**src/rtl/axicb_prio_arbiter.sv**
```systemverilog
// Priority / round-robin arbiter for the axicb crossbar slave ports.
// The grant is registered and held until done or abort, and aging counters promote starved requesters.
module axicb_prio_arbiter #(
    parameter int unsigned REQ_NB  = 8,
    parameter int unsigned PRIO_NB = 4,
    parameter logic [REQ_NB*((PRIO_NB > 1) ? $clog2(PRIO_NB) : 1)-1:0] REQ_PRIORITY = '0,
    parameter int unsigned AGE_MAX = 15
) (
    input  logic                      aclk,
    input  logic                      aresetn,
    input  logic                      srst,
    input  logic                      en,
    input  logic [REQ_NB-1:0]         req,
    input  logic                      done,
    output logic [REQ_NB-1:0]         grant,
    output logic [$clog2(REQ_NB)-1:0] grant_id,
    output logic                      busy,
    output logic [REQ_NB-1:0]         aged
);

    localparam int unsigned PRIO_W = (PRIO_NB > 1) ? $clog2(PRIO_NB) : 1;
    localparam int unsigned LVL_NB = PRIO_NB + 1;
    localparam int unsigned LVL_W  = $clog2(LVL_NB);
    localparam int unsigned ID_W   = $clog2(REQ_NB);
    localparam int unsigned AGE_W  = (AGE_MAX > 0) ? $clog2(AGE_MAX + 1) : 1;

    typedef enum logic {
        S_IDLE = 1'b0,
        S_BUSY = 1'b1
    } state_t;

    // Reject static priorities outside 0..PRIO_NB-1 at elaboration
    for (genvar gi = 0; gi < REQ_NB; gi++) begin : g_prio_chk
        if (32'(REQ_PRIORITY[gi*PRIO_W +: PRIO_W]) >= PRIO_NB) begin : g_bad
            $fatal(1, "axicb_prio_arbiter: REQ_PRIORITY field %0d out of range", gi);
        end
    end

    state_t            state;
    logic [ID_W-1:0]   ptr     [LVL_NB];
    logic [AGE_W-1:0]  age     [REQ_NB];
    logic [AGE_W-1:0]  age_nxt [REQ_NB];
    logic [REQ_NB-1:0] aged_nxt;

    logic [LVL_W-1:0]  eff_lvl [REQ_NB];
    logic [LVL_W-1:0]  top_lvl;
    logic [REQ_NB-1:0] cand;
    logic [ID_W-1:0]   ptr_sel;
    logic [ID_W-1:0]   scan_idx;
    logic              win_vld;
    logic [ID_W-1:0]   win_id;
    logic              release_c;
    logic              others_c;

    // Effective levels and the candidate set at the highest requesting level
    always_comb begin
        top_lvl = '0;
        cand    = '0;
        for (int i = 0; i < REQ_NB; i++) begin
            eff_lvl[i] = aged[i] ? LVL_W'(PRIO_NB)
                                 : LVL_W'(REQ_PRIORITY[i*PRIO_W +: PRIO_W]);
            if (req[i] && (eff_lvl[i] > top_lvl)) begin
                top_lvl = eff_lvl[i];
            end
        end
        for (int i = 0; i < REQ_NB; i++) begin
            cand[i] = req[i] && (eff_lvl[i] == top_lvl);
        end
    end

    // Round-robin pick: descending scan so the nearest candidate after ptr wins
    always_comb begin
        ptr_sel  = ptr[top_lvl];
        scan_idx = '0;
        win_vld  = 1'b0;
        win_id   = '0;
        for (int unsigned k = REQ_NB; k >= 1; k--) begin
            scan_idx = ID_W'((32'(ptr_sel) + k) % REQ_NB);
            if (cand[scan_idx]) begin
                win_vld = 1'b1;
                win_id  = scan_idx;
            end
        end
    end

    always_comb begin
        release_c = done || !req[grant_id];
        others_c  = |(req & ~grant);
    end

    // Aging: count blocked cycles, clear on idle request or while holding the grant
    always_comb begin
        aged_nxt = aged;
        for (int i = 0; i < REQ_NB; i++) begin
            age_nxt[i] = age[i];
            if (en) begin
                if (!req[i] || grant[i]) begin
                    age_nxt[i] = '0;
                end else if (32'(age[i]) < AGE_MAX) begin
                    age_nxt[i] = age[i] + AGE_W'(1);
                end
                aged_nxt[i] = (AGE_MAX != 0) && (32'(age_nxt[i]) == AGE_MAX);
            end
        end
    end

    always_ff @(posedge aclk or negedge aresetn) begin
        if (!aresetn) begin
            state    <= S_IDLE;
            grant    <= '0;
            grant_id <= '0;
            busy     <= 1'b0;
            aged     <= '0;
            for (int l = 0; l < LVL_NB; l++) ptr[l] <= ID_W'(REQ_NB - 1);
            for (int i = 0; i < REQ_NB; i++) age[i] <= '0;
        end else if (srst) begin
            state    <= S_IDLE;
            grant    <= '0;
            grant_id <= '0;
            busy     <= 1'b0;
            aged     <= '0;
            for (int l = 0; l < LVL_NB; l++) ptr[l] <= ID_W'(REQ_NB - 1);
            for (int i = 0; i < REQ_NB; i++) age[i] <= '0;
        end else begin
            aged <= aged_nxt;
            for (int i = 0; i < REQ_NB; i++) age[i] <= age_nxt[i];

            case (state)
                S_IDLE: begin
                    if (en && win_vld) begin
                        state         <= S_BUSY;
                        busy          <= 1'b1;
                        grant         <= REQ_NB'(1) << win_id;
                        grant_id      <= win_id;
                        ptr[top_lvl]  <= win_id;
                    end
                end
                S_BUSY: begin
                    if (release_c) begin
                        if (en && others_c && win_vld) begin
                            grant        <= REQ_NB'(1) << win_id;
                            grant_id     <= win_id;
                            ptr[top_lvl] <= win_id;
                        end else begin
                            state <= S_IDLE;
                            busy  <= 1'b0;
                            grant <= '0;
                        end
                    end
                end
                default: begin
                    state <= S_IDLE;
                    busy  <= 1'b0;
                    grant <= '0;
                end
            endcase
        end
    end

endmodule

```
**config.mk**
```make
export PLATFORM = sky130hd
export DESIGN_NAME = axicb_prio_arbiter
export DESIGN_NICKNAME = d
export VERILOG_FILES = /design/src/rtl/axicb_prio_arbiter.sv
export SDC_FILE = /design/constraint.sdc
export NUM_CORES = 1
export LEC_CHECK = 0
export ABC_CLOCK_PERIOD_IN_PS = 7200
export BUFFER_PORTS_ARGS = -buffer_cell sky130_fd_sc_hd__buf_2
export CORE_ASPECT_RATIO = 2
export CORE_MARGIN = 3
export CORE_UTILIZATION = 55
export CTS_CLUSTER_DIAMETER = 60
export DETAILED_ROUTE_END_ITERATION = 16
export GPL_ROUTABILITY_DRIVEN = 1
export HOLD_SLACK_MARGIN = 0.03
export PLACE_DENSITY_LB_ADDON = 0.15
export SETUP_SLACK_MARGIN = 0.2
export SYNTH_ARGS = -nofsm -noshare
export SYNTH_HDL_FRONTEND = slang
export SYNTH_SLANG_ARGS = --single-unit
export TNS_END_PERCENT = 50
```
**constraint.sdc**
```tcl
create_clock -name aclk -period 7.2 [get_ports aclk]
set_input_delay 1.44 -clock aclk [delete_from_list [all_inputs] [get_ports aclk]]
set_output_delay 1.44 -clock aclk [all_outputs]
set_load 0.02 [all_outputs]
```
==> results.md, run 1 <==
- The flow ran to the end, and the final reports show no timing, DRC or antenna violations.
- In this run the critical register-to-register path is launched from aged[1].
- The worst slew margin relative to its limit is 0.2548.
- For this design the ratio of total power to cell area is roughly 400 nW/um^2.
- The fraction of synthesis flops using an asynchronous set or reset pin is 1.000.
- Clock latency on the worst-skew pair, taken at its later pin, is 0.33 ns.
- The clock tree from TritonCTS is built.
- The critical path starts at req[1].
- The tool flagged a number of max-cap violations equal to 0.
- The clock buffer count from CTS is 9.
- Dividing the final minimum period by the clock period gives 0.7949.
- For this design the static power due to leakage is approximately 2.2 nW.
- The total detailed-routing wirelength is 15050 um.
- The initial utilization of the core area, before any placement, comes to 0.5718.
- Summing all non-filler instances in the final layout gives an area of between 5000 and 6000 sq um.
- Counting stages on the worst path, the most repeated cell is sky130_fd_sc_hd__inv_1.
- Fill cells in the final layout number ~700.
- Walking the worst path, the cells encountered are buf_2 -> a22oi_1 -> a31oi_1 -> nor2_1 -> inv_1 -> ha_1 -> inv_1 -> o211ai_1 -> o2bb2ai_1 -> nand3b_1 -> nor4_2 -> a21boi_1 -> o31ai_2 -> a32o_1.
- The via count of the routed design is roughly 4700.
- The area of the placeable core is 8000 sq um.
- The worst register-to-register path has a depth of 13.
- In the routed design, unresolved DRC markers number 0.
- The fraction of layout cells with a size suffix above 1 is 0.1544.
- The first global-routing pass estimated roughly 24000 um of wire.
- The number of antenna violations at the first check in global routing came to 0.
- The met3 track demand over resource is 0.04247.
- The critical path start-end classification is in2reg.
- The path class of the tightest hold or removal check is reg2reg.
- The setup slack on the worst flop-to-flop path is about 2.2 ns.
- STA classifies the critical path startpoint as a primary input.
- The total iterations of the first detailed-routing run is 5.
- Entering global routing, the biggest net connects 60 pins.
- The DRC marker count from the first detailed-route iteration is ~440.
- Along the worst path, the maximum fanout reaches 13.
- After global routing the overflow that remains totals 0.
- The cell type of the slowest stage on the worst timing path is sky130_fd_sc_hd__a22oi_1.
- In this run the deepest clock path goes through 2 buffers.
- The worst path meets setup with between 1 and 1.5 ns of slack.
- Once the clock tree was built, the resizer swapped 0 gates to a different size.
- The worst hold path passes through 2 cells.
- The number of enable-type register cells in the synthesized netlist is 0.
- The worst path required time is 7.46 ns.
- The top achievable clock speed is roughly 0.17 GHz.
- The via count of the first global-routing pass came to roughly 4600.
- For the pin with the worst max-slew slack, the measured transition is around 1.1 ns.
- The capturing instance or port of the critical path is grant[6].
- Once detail routing completed, the nets flagged for antenna violations numbered 0.
- The setup fix buffers added after clock tree synthesis is 0.
- After clock tree synthesis, the clock-pin slew on the worst setup and hold paths is ~0.050 ns.
- OpenSTA, run right after detailed placement, puts the worst setup slack at ~1.2 ns.
- For this run, the slowest stage of the critical path takes approximately 0.70 ns.
- 0 antenna diodes ended up in the layout.
- The final worst clock skew is between 0.006 and 0.007 ns.
- The number of levels the H-tree was split into is 3.
- For this design, the sink count on the clock tree is 59.
- Across the whole layout, storage elements account for between 1000 and 1500 sq um.
- The number of warning messages in the yosys log is 0.
- Detailed placement finished with a half-perimeter wire length of ~11000 um.
- The arrival time at the worst endpoint is between 5 and 6 ns.
- After technology mapping, the gate count stands at approximately 540.
- In the routed layout, each cell is associated on average with a via count of approximately 7.0.
- The net total in the final layout is a little under 600.
- The synthesized net count is approximately 570.
- Setup violations remaining at the end of the flow were counted as 0.
- Dividing the synthesized area by the synthesized cell count gives between 8 and 9 sq um.
- After synthesis the cells add up to about 4600 sq um.
- The cell at the root of the clock tree is sky130_fd_sc_hd__clkbuf_16.
- Together, buffers and inverters on the worst path number 3.
- The global-route total usage across every layer is 0.3277.
- The number of hold buffers added after CTS was 0.
- The I/O pin count is 33.
- The highest ir drop seen on vdd is 233.8 uV.
- In the layout the commonest cells are sky130_fd_sc_hd__dfrtp_1 (53), sky130_fd_sc_hd__nand2_1 (48), sky130_fd_sc_hd__nor2_1 (45).
- The floorplan step set the die height to 135.0 um.
- The congestion estimate from routability-driven global placement came to between 0.9 and 1.
- The routing usage on met1 is 0.3282.
- The clock period could shrink to about 5.7 ns.
- The average detailed-routed wire length per instance is 22.60 um.
- Once placement finished, the instance area stood at between 4000 and 5000 sq um.
- The commonest non-fill, non-tap cell in the layout is sky130_fd_sc_hd__dfrtp_1.
- The area enclosed by the die boundary is around 9500 sq um.
- The final number of hold-violating endpoints came to 0.
- The kind of end point of the critical path is a flop.
- Hold timing on the final database bottoms out at a slack of 0.5488 ns.
- The number of distinct library cells after synthesis is 73.
- Setup repair after global routing left no endpoint under its margin.
- The endpoint identified for the worst register-to-register timing path is grant[6].
- Summing all multi-input logic gate instances after layout gives about 2900 sq um.
- The layer flagged by global routing as most heavily used is met2.
- The number of rows created at floorplan is 46.
- The cell type group with the largest total delay on the critical path is compound AO/OA/AOI/OAI gates.
- The portion of the post-synthesis area used by sequential elements is 0.3244.
- The floorplan die width is approximately 70 um.
- After synthesis the netlist holds a flip-flop and latch count of 59.
- The most used flip-flop cell after synthesis is sky130_fd_sc_hd__dfrtp_1.
- The max-slew violation count came to 0.
- Compared with the post-synthesis result, the final layout area differs by 11.38%.
- During placement, the flow inserted port buffers numbering 32.
- The total negative setup slack is 0 ns.
- The logic depth of the worst setup path including buffers is 14.
- For met2 alone, demand over resource in global routing was 0.6013.
-- metal layers --
layer,wire [um],share of wire,up-vias
met2,8114,0.54,202
met3,730,0.048,75
met5,0,0,-
met1,5015,0.33,2270
met4,1193,0.079,0
li1,-,-,2142
-- worst min-delay path: stages (launching register included) --
cell and delay [ns]:
sky130_fd_sc_hd__dfrtp_1 0.38, sky130_fd_sc_hd__nand2_1 0.06, sky130_fd_sc_hd__o21ai_0 0.07
-- power by group --
part	total (mW)	leakage, nW	switching (mW)	internal (mW)
logic	1.16	1.28	0.733	0.424
clock network	0.436	0.152	0.143	0.293
registers	0.457	0.794	0.0773	0.380
-- worst min-delay path by stage --
stage                      from          end
finish              grant_id[2]  grant_id[2]
global route            aged[5]      aged[5]
CTS                 grant_id[2]  grant_id[2]
detailed placement  grant_id[2]  grant_id[2]
global placement       grant[3]     grant[3]
floorplan                age[7]       age[7]
-- registers in the layout (all words and copies together), names as in the netlist --
register	cells
age	32
aged	8
grant	8
ptr	6
grant_id	3
busy	1
state	1
-- logic make-up after synthesis --
logic type | Yosys count | synth area share
DFF | 59 | 0.3244
muxes | 30 | 0.08260
and+or+nand+nor | 217 | 0.2412
AOI/OAI and AO/OA | 184 | 0.2801
adders and majority gates | 10 | 0.02735
buffers and inverters | 37 | 0.03309
xor gates and xnor gates | 5 | 0.01122
-- cell usage after synthesis (3+ instances only) --
| cell | number | share of area |
|---|---|---|
| sky130_fd_sc_hd__o211ai_1 | 5 | 0.0082 |
| sky130_fd_sc_hd__a31o_2 | 3 | 0.0057 |
| sky130_fd_sc_hd__and2_1 | 4 | 0.0055 |
| sky130_fd_sc_hd__nand2b_1 | 17 | 0.023 |
| sky130_fd_sc_hd__nor2b_1 | 9 | 0.012 |
| sky130_fd_sc_hd__nand4_1 | 13 | 0.018 |
| sky130_fd_sc_hd__a21o_1 | 13 | 0.021 |
| sky130_fd_sc_hd__nor2_1 | 45 | 0.037 |
| sky130_fd_sc_hd__inv_1 | 12 | 0.0098 |
| sky130_fd_sc_hd__nor3_1 | 14 | 0.015 |
| sky130_fd_sc_hd__nor3b_1 | 5 | 0.0082 |
| sky130_fd_sc_hd__mux4_2 | 4 | 0.020 |
| sky130_fd_sc_hd__and4_1 | 3 | 0.0057 |
| sky130_fd_sc_hd__mux2_2 | 8 | 0.020 |
| sky130_fd_sc_hd__dfrtp_1 | 53 | 0.29 |
| sky130_fd_sc_hd__o22ai_1 | 7 | 0.0096 |
| sky130_fd_sc_hd__a22o_1 | 4 | 0.0077 |
| sky130_fd_sc_hd__nand3b_1 | 4 | 0.0066 |
| sky130_fd_sc_hd__xnor2_1 | 3 | 0.0057 |
| sky130_fd_sc_hd__mux2i_1 | 16 | 0.035 |
| sky130_fd_sc_hd__a211oi_1 | 17 | 0.028 |
| sky130_fd_sc_hd__a22oi_1 | 6 | 0.0098 |
| sky130_fd_sc_hd__a31oi_1 | 11 | 0.015 |
| sky130_fd_sc_hd__o21ai_0 | 42 | 0.046 |
| sky130_fd_sc_hd__a311oi_1 | 3 | 0.0057 |
| sky130_fd_sc_hd__ha_1 | 10 | 0.027 |
| sky130_fd_sc_hd__dfstp_2 | 6 | 0.034 |
| sky130_fd_sc_hd__buf_1 | 3 | 0.0025 |
| sky130_fd_sc_hd__nand4b_1 | 3 | 0.0057 |
| sky130_fd_sc_hd__a21oi_1 | 30 | 0.033 |
| sky130_fd_sc_hd__a32o_1 | 11 | 0.024 |
| sky130_fd_sc_hd__nand2_1 | 48 | 0.039 |
| sky130_fd_sc_hd__nand3_1 | 41 | 0.045 |
| sky130_fd_sc_hd__clkbuf_1 | 18 | 0.015 |
-- cell type report --
type / instances / area share
Clock buffer: 13 / 0.05305
Timing Repair Buffer: 37 / 0.03880
Clock inverter: 2 / 0.006876
Multi-Input combinational cell: 446 / 0.5769
Inverter: 13 / 0.009578
Sequential cell: 59 / 0.2913
Tap cell: 96 / 0.02358
-- through the flow --
stage / total power, mW / utilization / std cells
2_1_floorplan: 1.245 / - / 542
3_3_place_gp: 1.574 / 0.5987 / 651
3_5_place_dp: 1.586 / 0.5987 / 651
4_1_cts: 2.024 / 0.6368 / 666
5_1_grt: 2.150 / 0.6368 / 666
6_report: 2.050 / 0.6368 / 666
Note: power is estimated with default switching activity, not from simulation.
==> run 2, diff against run 1 <==
ABC_CLOCK_PERIOD_IN_PS = 5800   (was 7200)
clock period = 5.8 ns   (was 7.2 ns; I/O delays follow)
==> results.md, run 2 (synthesized netlist as in run 1, its figures left out) <==
- The kind of end point of the critical path is a flop (unchanged).
- The utilization of the core after routing came to 0.6389 (was 0.6368).
- The final-report setup violation count is 0 (unchanged).
- The number of antenna diodes is 0 (unchanged).
- The total detailed-routing wirelength is 15470 um (was 15050 um).
- The clock latency of the later-clocked register in the worst-skew pair was 0.32 ns (was 0.33 ns).
- The number of rows created at floorplan was 46 (unchanged).
- The post-detailed-route DRC marker count is 0 (unchanged).
- The area of all placed cells without fillers is 5111 sq um (was 5095 sq um).
- The final worst clock skew was 0.007396 ns (was 0.006155 ns).
- The launch point of the worst hold path is age[29] (was grant_id[2]).
- The routing usage on met1 is 0.3282 (about the same).
- The flip-flop count of the largest register after layout is 32 (unchanged).
- The number of clock sinks was 59 (unchanged).
- The area of the placeable core was 8000 sq um (unchanged).
- The portion of total power attributed to combinational logic was 0.567 (was 0.565).
- The met2 usage in global routing is 0.6028 (was 0.6013).
- The net switching power is 1.196 mW (was 0.9531 mW).
- The power after layout is 2.563 mW (was 2.050 mW).
- The final number of hold-violating endpoints is 0 (unchanged).
- The placed instance area is 4812 sq um (was 4790 sq um).
- Critical path cell sequence: buf_2 -> a222oi_1 -> buf_4 -> a31oi_1 -> nor2_1 -> inv_1 -> ha_1 -> inv_1 -> o211ai_1 -> o2bb2ai_1 -> nand3b_1 -> nor4_2 -> a21boi_1 -> o31ai_2 -> a32o_1 (was buf_2 -> a22oi_1 -> a31oi_1 -> nor2_1 -> inv_1 -> ha_1 -> inv_1 -> o211ai_1 -> o2bb2ai_1 -> nand3b_1 -> nor4_2 -> a21boi_1 -> o31ai_2 -> a32o_1).
- The final setup slack of the worst path is 0.7637 ns (was 1.477 ns).
- The ratio of routed vias to standard cells is 7.037 (was 7.041).
- The cell type group with the largest total delay on the critical path is compound AO/OA/AOI/OAI gates (unchanged).
- Biggest registers after layout: age x32, aged x8, grant x8 (unchanged).
- The total global routing overflow came to 0 (unchanged).
- The time the worst path needs with I/O delays and setup is 5.036 ns.
- The final period utilization is 0.8683.
- The total negative setup slack is 0 ns (unchanged).
- The register with the most flip-flops is age (unchanged).
- The via count of the routed design is 4715 (was 4689).
- The maximum fanout count along the critical path was 12 (was 13).
- The net total in the final layout is 592 (was 589).
- The count of instances resized after the clock tree is built is 0 (unchanged).
- The floorplan die width was 70.49 um (unchanged).
- The critical path launch point type is a primary input (unchanged).
- The top achievable clock speed is approximately 0.20 GHz.
- The setup fix buffers added after clock tree synthesis is 0 (unchanged).
- The cell count of the worst hold path is 1 (was 2).
- Most frequent cells in the layout: sky130_fd_sc_hd__dfrtp_1 (53), sky130_fd_sc_hd__nand2_1 (48), sky130_fd_sc_hd__nor2_1 (45) (unchanged).
- The power share of the clock group is 0.207 (was 0.213).
- The max-slew violation count is 0 (unchanged).
- The final non-filler cell total is 670 (was 666).
- The total iterations of the first detailed-routing run is 8 (was 5).
- The starting density of the core is 0.5718 (unchanged).
- The arrival time at the worst endpoint was 5.29 ns (was 5.98 ns).
- The sequential fraction of design power came to 0.226 (was 0.223).
- The pin count of the biggest net entering global routing was 60 (unchanged).
- The I/O pin count is 33 (unchanged).
- The static power due to leakage was 2.234 nW (was 2.225 nW).
- Status: finished, final reports clean (unchanged).
- The clock-pin transition on the worst setup and hold timing paths is 0.05 ns (about the same).
- The cell at the root of the clock tree is sky130_fd_sc_hd__clkbuf_16 (unchanged).
- The count of hold-fix buffers inserted at cts is 0 (unchanged).
- The commonest non-fill, non-tap cell in the layout is sky130_fd_sc_hd__dfrtp_1 (unchanged).
- The global-route total usage across every layer is 0.3303 (was 0.3277).
- The worst path required time is 6.05 ns (was 7.46 ns).
- The design internal power is 1.367 mW (was 1.097 mW).
- The worst slew margin relative to its limit was 0.3318 (was 0.2548).
- The met3 track demand over resource is 0.04620 (was 0.04247).
- The largest stage delay on the critical path is 0.55 ns (was 0.70 ns).
- The number of max-cap violations was 0 (unchanged).
- The routability congestion estimate is 1.048 (was 0.9785).
- The launch point of the worst reg-to-reg path was aged[2] (was aged[1]).
- The power density normalized to cell area is 501.5 nW/um^2 (was 402.4 nW/um^2).
- The remaining number of nets flagged by the antenna check after routing is 0 (unchanged).
- The most frequent cell on the critical path is sky130_fd_sc_hd__inv_1 (unchanged).
- The DRC marker count from the first detailed-route iteration came to 425 (was 443).
- The pin slew with the least headroom to its limit was 1.002 ns (was 1.111 ns).
- The destination of the worst hold path is age[29] (was grant_id[2]).
- The total half-perimeter wirelength after legalization and detailed placement is 11620 um (was 11340 um).
- The first-pass GRT wire length is 24120 um (was 23870 um).
- The setup slack on the worst flop-to-flop path is 1.27 ns (was 2.24 ns).
- The average detailed-routed wire length per instance is 23.09 um (was 22.60 um).
- The most crowded layer after global routing is met2 (unchanged).
- The chip height was 135.0 um (unchanged).
- The worst hold margin is 0.5619 ns (was 0.5488 ns).
- The cell total after placement is 654 (was 651).
- The critical path start-end classification is in2reg (unchanged).
- The cell type of the slowest stage on the worst timing path was sky130_fd_sc_hd__o31ai_2 (was sky130_fd_sc_hd__a22oi_1).
- The setup slack at placement is 0.5012 ns (was 1.207 ns).
- The number of antenna violations at the first check in global routing is 0 (unchanged).
- Setup repair after global routing missed its margin: no (unchanged).
- The critical path buffer and inverter count is 4 (was 3).
- The clock buffer count from CTS was 9 (unchanged).
- The class of the worst hold path is reg2reg (unchanged).
- The area growth from synthesis to final layout came to 11.73% (was 11.38%).
- The worst reg-to-reg path cell count is 14 (was 13).
- The area enclosed by the die boundary is 9513 sq um (unchanged).
- The fraction of layout cells with a size suffix above 1 is 0.1568 (was 0.1544).
- The maximum clock path buffer count came to 2 (unchanged).
- The switching power as a share of total power is 0.4666 (was 0.4649).
- The number of levels the H-tree was split into is 3 (unchanged).
- The highest ir drop seen on vdd is 266.6 uV (was 233.8 uV).
- The count of input and output buffers is 32 (unchanged).
- The capturing point of the worst reg2reg path is grant[1] (was grant[6]).
- The clock tree from TritonCTS is built (unchanged).
- The via count of the first global-routing pass came to 4575 (was 4603).
-- run 2: cell count changes in the layout (fill, tap and decap cells not counted) --
cell	delta
sky130_fd_sc_hd__clkbuf_8	-1
sky130_fd_sc_hd__clkbuf_1	+2
sky130_fd_sc_hd__buf_4	+3
-- run 2: worst max-delay path by stage --
stage | end | startpoint | cells past startpoint
floorplan | grant[1] | req[3] | 17
global placement | ptr[13] | req[2] | 17
detailed placement | grant[5] | req[2] | 15
CTS | grant[1] | req[2] | 15
global route | ptr[13] | req[0] | 17
finish | grant[1] | req[0] | 15
-- run 2: layer usage --
metal  wire (um)  vias to the layer above  share of wire
li1            -                     2143              -
met5           0                        -              0
met1        5124                     2258           0.33
met4        1272                        0          0.082
met2        8316                      224           0.54
met3         760                       90          0.049
-- run 2: final cells by class --
| cell class | count | area [sq um] |
|---|---|---|
| multi-input cells | 446 | 2939 |
| fillers | 707 | 2889 |
| flip-flops and latches | 59 | 1484 |
| clock buffers | 14 | 264.0 |
| repair buffers | 40 | 220.2 |
| well taps | 96 | 120.1 |
| inverters | 13 | 48.80 |
| clock inverters | 2 | 35.03 |
-- run 2: power groups by stage --
| stage | Clock [mW] | Sequential [mW] | Combinational [mW] |
|---|---|---|---|
| floorplan | 0 | 0.559 | 0.986 |
| global placement | 0 | 0.579 | 1.40 |
| detailed placement | 0 | 0.580 | 1.40 |
| CTS | 0.533 | 0.574 | 1.41 |
| global route | 0.550 | 0.583 | 1.54 |
| finish | 0.530 | 0.579 | 1.45 |
==> run 3, diff against run 2 <==
ABC_CLOCK_PERIOD_IN_PS = 4700   (was 5800)
CORE_ASPECT_RATIO = not set   (was 2)
clock period = 4.7 ns   (was 5.8 ns; I/O delays follow)
==> results.md, run 3 (synthesized netlist as in run 1, its figures left out) <==
- Status: finished, final reports clean (unchanged).
- The worst slew margin relative to its limit is 0.5052 (was 0.3318).
- The count of hold-fix buffers inserted at cts is 0 (unchanged).
- The starting density of the core is 0.5799 (was 0.5718).
- The routing usage on met1 was 0.3776 (was 0.3282).
- The static power due to leakage came to 2.243 nW (was 2.234 nW).
- The global-route total usage across every layer is 0.2747 (was 0.3303).
- The kind of end point of the critical path is a flop (unchanged).
- Most frequent cells in the layout: sky130_fd_sc_hd__dfrtp_1 (53), sky130_fd_sc_hd__nand2_1 (48), sky130_fd_sc_hd__nor2_1 (45) (unchanged).
- The capturing point of the worst reg2reg path was ptr[12] (was grant[1]).
- The arrival time at the worst endpoint is 4.53 ns (was 5.29 ns).
- The final non-filler cell total came to 683 (was 670).
- The critical path start-end classification is in2reg (unchanged).
- The post-detailed-route DRC marker count is 0 (unchanged).
- The fraction of layout cells with a size suffix above 1 came to 0.1704 (was 0.1568).
- The clock buffer count from CTS was 9 (unchanged).
- The I/O pin count is 33 (unchanged).
- The max-slew violation count is 0 (unchanged).
- The most crowded layer after global routing was met2 (unchanged).
- Dividing the final minimum period by the clock period gives 0.9081.
- The total iterations of the first detailed-routing run was 6 (was 8).
- The number of antenna diodes is 0 (unchanged).
- The final worst clock skew came to 0.009720 ns (was 0.007396 ns).
- The largest stage delay on the critical path is 0.43 ns (was 0.55 ns).
- The pin slew with the least headroom to its limit was 0.7422 ns (was 1.002 ns).
- The worst path needs around 4.3 ns of the cycle, external delays included.
- The via count of the routed design was 4529 (was 4715).
- The register with the most flip-flops is age (unchanged).
- The cell at the root of the clock tree is sky130_fd_sc_hd__clkbuf_8 (was sky130_fd_sc_hd__clkbuf_16).
- The final-report setup violation count is 0 (unchanged).
- The setup slack at placement is 0.09718 ns (was 0.5012 ns).
- The maximum fanout count along the critical path was 12 (unchanged).
- The number of clock sinks was 59 (unchanged).
- The top achievable clock speed is between 0.2 and 0.25 GHz.
- The final number of hold-violating endpoints is 0 (unchanged).
- The number of antenna violations at the first check in global routing is 0 (unchanged).
- The number of levels the H-tree was split into is 3 (unchanged).
- The commonest non-fill, non-tap cell in the layout is sky130_fd_sc_hd__dfrtp_1 (unchanged).
- The ratio of routed vias to standard cells was 6.631 (was 7.037).
- The worst path required time is 4.96 ns (was 6.05 ns).
- The power density normalized to cell area is 583.8 nW/um^2 (was 501.5 nW/um^2).
- The first-pass GRT wire length came to 21300 um (was 24120 um).
- The placed instance area was 4878 sq um (was 4812 sq um).
- The count of input and output buffers is 32 (unchanged).
- The floorplan die width is 97.20 um (was 70.49 um).
- The cell type group with the largest total delay on the critical path is simple AND/OR/NAND/NOR gates (was compound AO/OA/AOI/OAI gates).
- The area of the placeable core is 7888 sq um (was 8000 sq um).
- Critical path cell sequence: buf_2 -> a222oi_1 -> buf_4 -> and4_1 -> nor2_1 -> inv_1 -> ha_1 -> inv_1 -> o211ai_1 -> o2bb2ai_4 -> nand3b_1 -> nor4_2 -> a21boi_1 -> and3_1 -> nand2_1 -> nor2_1 -> a22oi_1 (was buf_2 -> a222oi_1 -> buf_4 -> a31oi_1 -> nor2_1 -> inv_1 -> ha_1 -> inv_1 -> o211ai_1 -> o2bb2ai_1 -> nand3b_1 -> nor4_2 -> a21boi_1 -> o31ai_2 -> a32o_1).
- The chip height is 97.20 um (was 135.0 um).
- The remaining number of nets flagged by the antenna check after routing is 0 (unchanged).
- The setup slack on the worst flop-to-flop path is 0.71 ns (was 1.27 ns).
- Setup repair after global routing missed its margin: no (unchanged).
- The critical path buffer and inverter count came to 4 (unchanged).
- The net total in the final layout came to 599 (was 592).
- The clock-pin transition on the worst setup and hold timing paths was 0.07 ns (was 0.05 ns).
- The DRC marker count from the first detailed-route iteration was 354 (was 425).
- The cell total after placement came to 667 (was 654).
- The total global routing overflow is 0 (unchanged).
- The clock tree from TritonCTS is built (unchanged).
- The total half-perimeter wirelength after legalization and detailed placement was 9200 um (was 11620 um).
- The clock latency of the later-clocked register in the worst-skew pair was 0.35 ns (was 0.32 ns).
- The area growth from synthesis to final layout is 12.42% (was 11.73%).
- The area of all placed cells without fillers is 5142 sq um (was 5111 sq um).
- The launch point of the worst reg-to-reg path is aged[7] (was aged[2]).
- The pin count of the biggest net entering global routing is 52 (was 60).
- The worst hold margin is 0.4302 ns (was 0.5619 ns).
- The class of the worst hold path is in2async (was reg2reg).
- The total negative setup slack is 0 ns (unchanged).
- The area enclosed by the die boundary is 9447 sq um (was 9513 sq um).
- The worst reg-to-reg path cell count is 16 (was 14).
- The number of max-cap violations is 0 (unchanged).
- The met3 track demand over resource was 0.07035 (was 0.04620).
- Biggest registers after layout: age x32, aged x8, grant x8 (unchanged).
- The cell type of the slowest stage on the worst timing path is sky130_fd_sc_hd__nor4_2 (was sky130_fd_sc_hd__o31ai_2).
- The critical path launch point type is a primary input (unchanged).
- The via count of the first global-routing pass is 4208 (was 4575).
- The routability congestion estimate was 0.9614 (was 1.048).
- The met2 usage in global routing was 0.4278 (was 0.6028).
- The average detailed-routed wire length per instance is 18.63 um (was 23.09 um).
- The highest ir drop seen on vdd came to 279.2 uV (was 266.6 uV).
- The final setup slack of the worst path is 0.4318 ns (was 0.7637 ns).
- The maximum clock path buffer count came to 2 (unchanged).
- The number of rows created at floorplan is 32 (was 46).
- The total detailed-routing wirelength is 12720 um (was 15470 um).
- The flip-flop count of the largest register after layout is 32 (unchanged).
==> run 3: cell count changes in the layout (fill, tap and decap cells not counted), sizes merged <==
cell / change
buf: +7
bufinv: +2
clkbuf: -2
clkinv: -1
clkinvlp: +1
==> run 3: final cells by class <==
| cell class | count | area (sq um) |
|---|---|---|
| Inverter | 13 | 48.80 |
| Clock buffer | 12 | 145.1 |
| Timing Repair Buffer | 47 | 272.8 |
| Sequential cell | 59 | 1484 |
| Fill cell | 673 | 2745 |
| Tap cell | 102 | 127.6 |
| Clock inverter | 4 | 97.59 |
| Multi-Input combinational cell | 446 | 2967 |
==> run 3: worst reg2reg max path: cells and delay by family, from the launching register on <==
kind                     cells  cell delay, ns
AO/OA/AOI/OAI                5            1.31
adder cells (fa/ha/maj)      1            0.24
buffers and inverters        3            0.46
flip-flops                   1            0.45
AND/OR/NAND/NOR              7            1.45
==> run 3: report_power, final <==
group | internal, mW | switching (mW)
logic | 0.700 | 1.03
clock network | 0.367 | 0.209
registers | 0.580 | 0.112
total | 1.65 | 1.35
==> run 3: how the worst max path moves through the flow <==
stage                       from        to  slack [ns]  depth (start not counted)
after floorplan           req[3]  grant[1]        0.28                         17
after detailed placement  req[0]  grant[7]         0.1                         15
after CTS                 req[0]  grant[4]        0.42                         15
after global placement    req[0]  grant[0]        0.23                         15
final                     req[0]   ptr[12]        0.43                         17
after global routing      req[0]   ptr[12]        0.19                         17
==> run 3: metrics by stage <==
step             util  total power [mW]
3_5_place_dp   0.6185             2.375
3_3_place_gp   0.6185             2.352
2_1_floorplan       -             1.914
6_report       0.6520             3.002
4_1_cts        0.6493             2.957
5_1_grt        0.6520             3.184
==> run 3: per-layer routing <==
metal	share of wire	vias up	wire length [um]
met1	0.44	2158	5629
met4	0.016	0	207
li1	-	2162	-
met3	0.077	24	983
met5	0	-	0
met2	0.46	185	5903
==> run 3: timing repair <==
| action | CTS | global route |
|---|---|---|
| setup buffers | 0 | 0 |
| setup endpoints to repair | 0 | 12 |
| gates resized for setup | 0 | 2 |
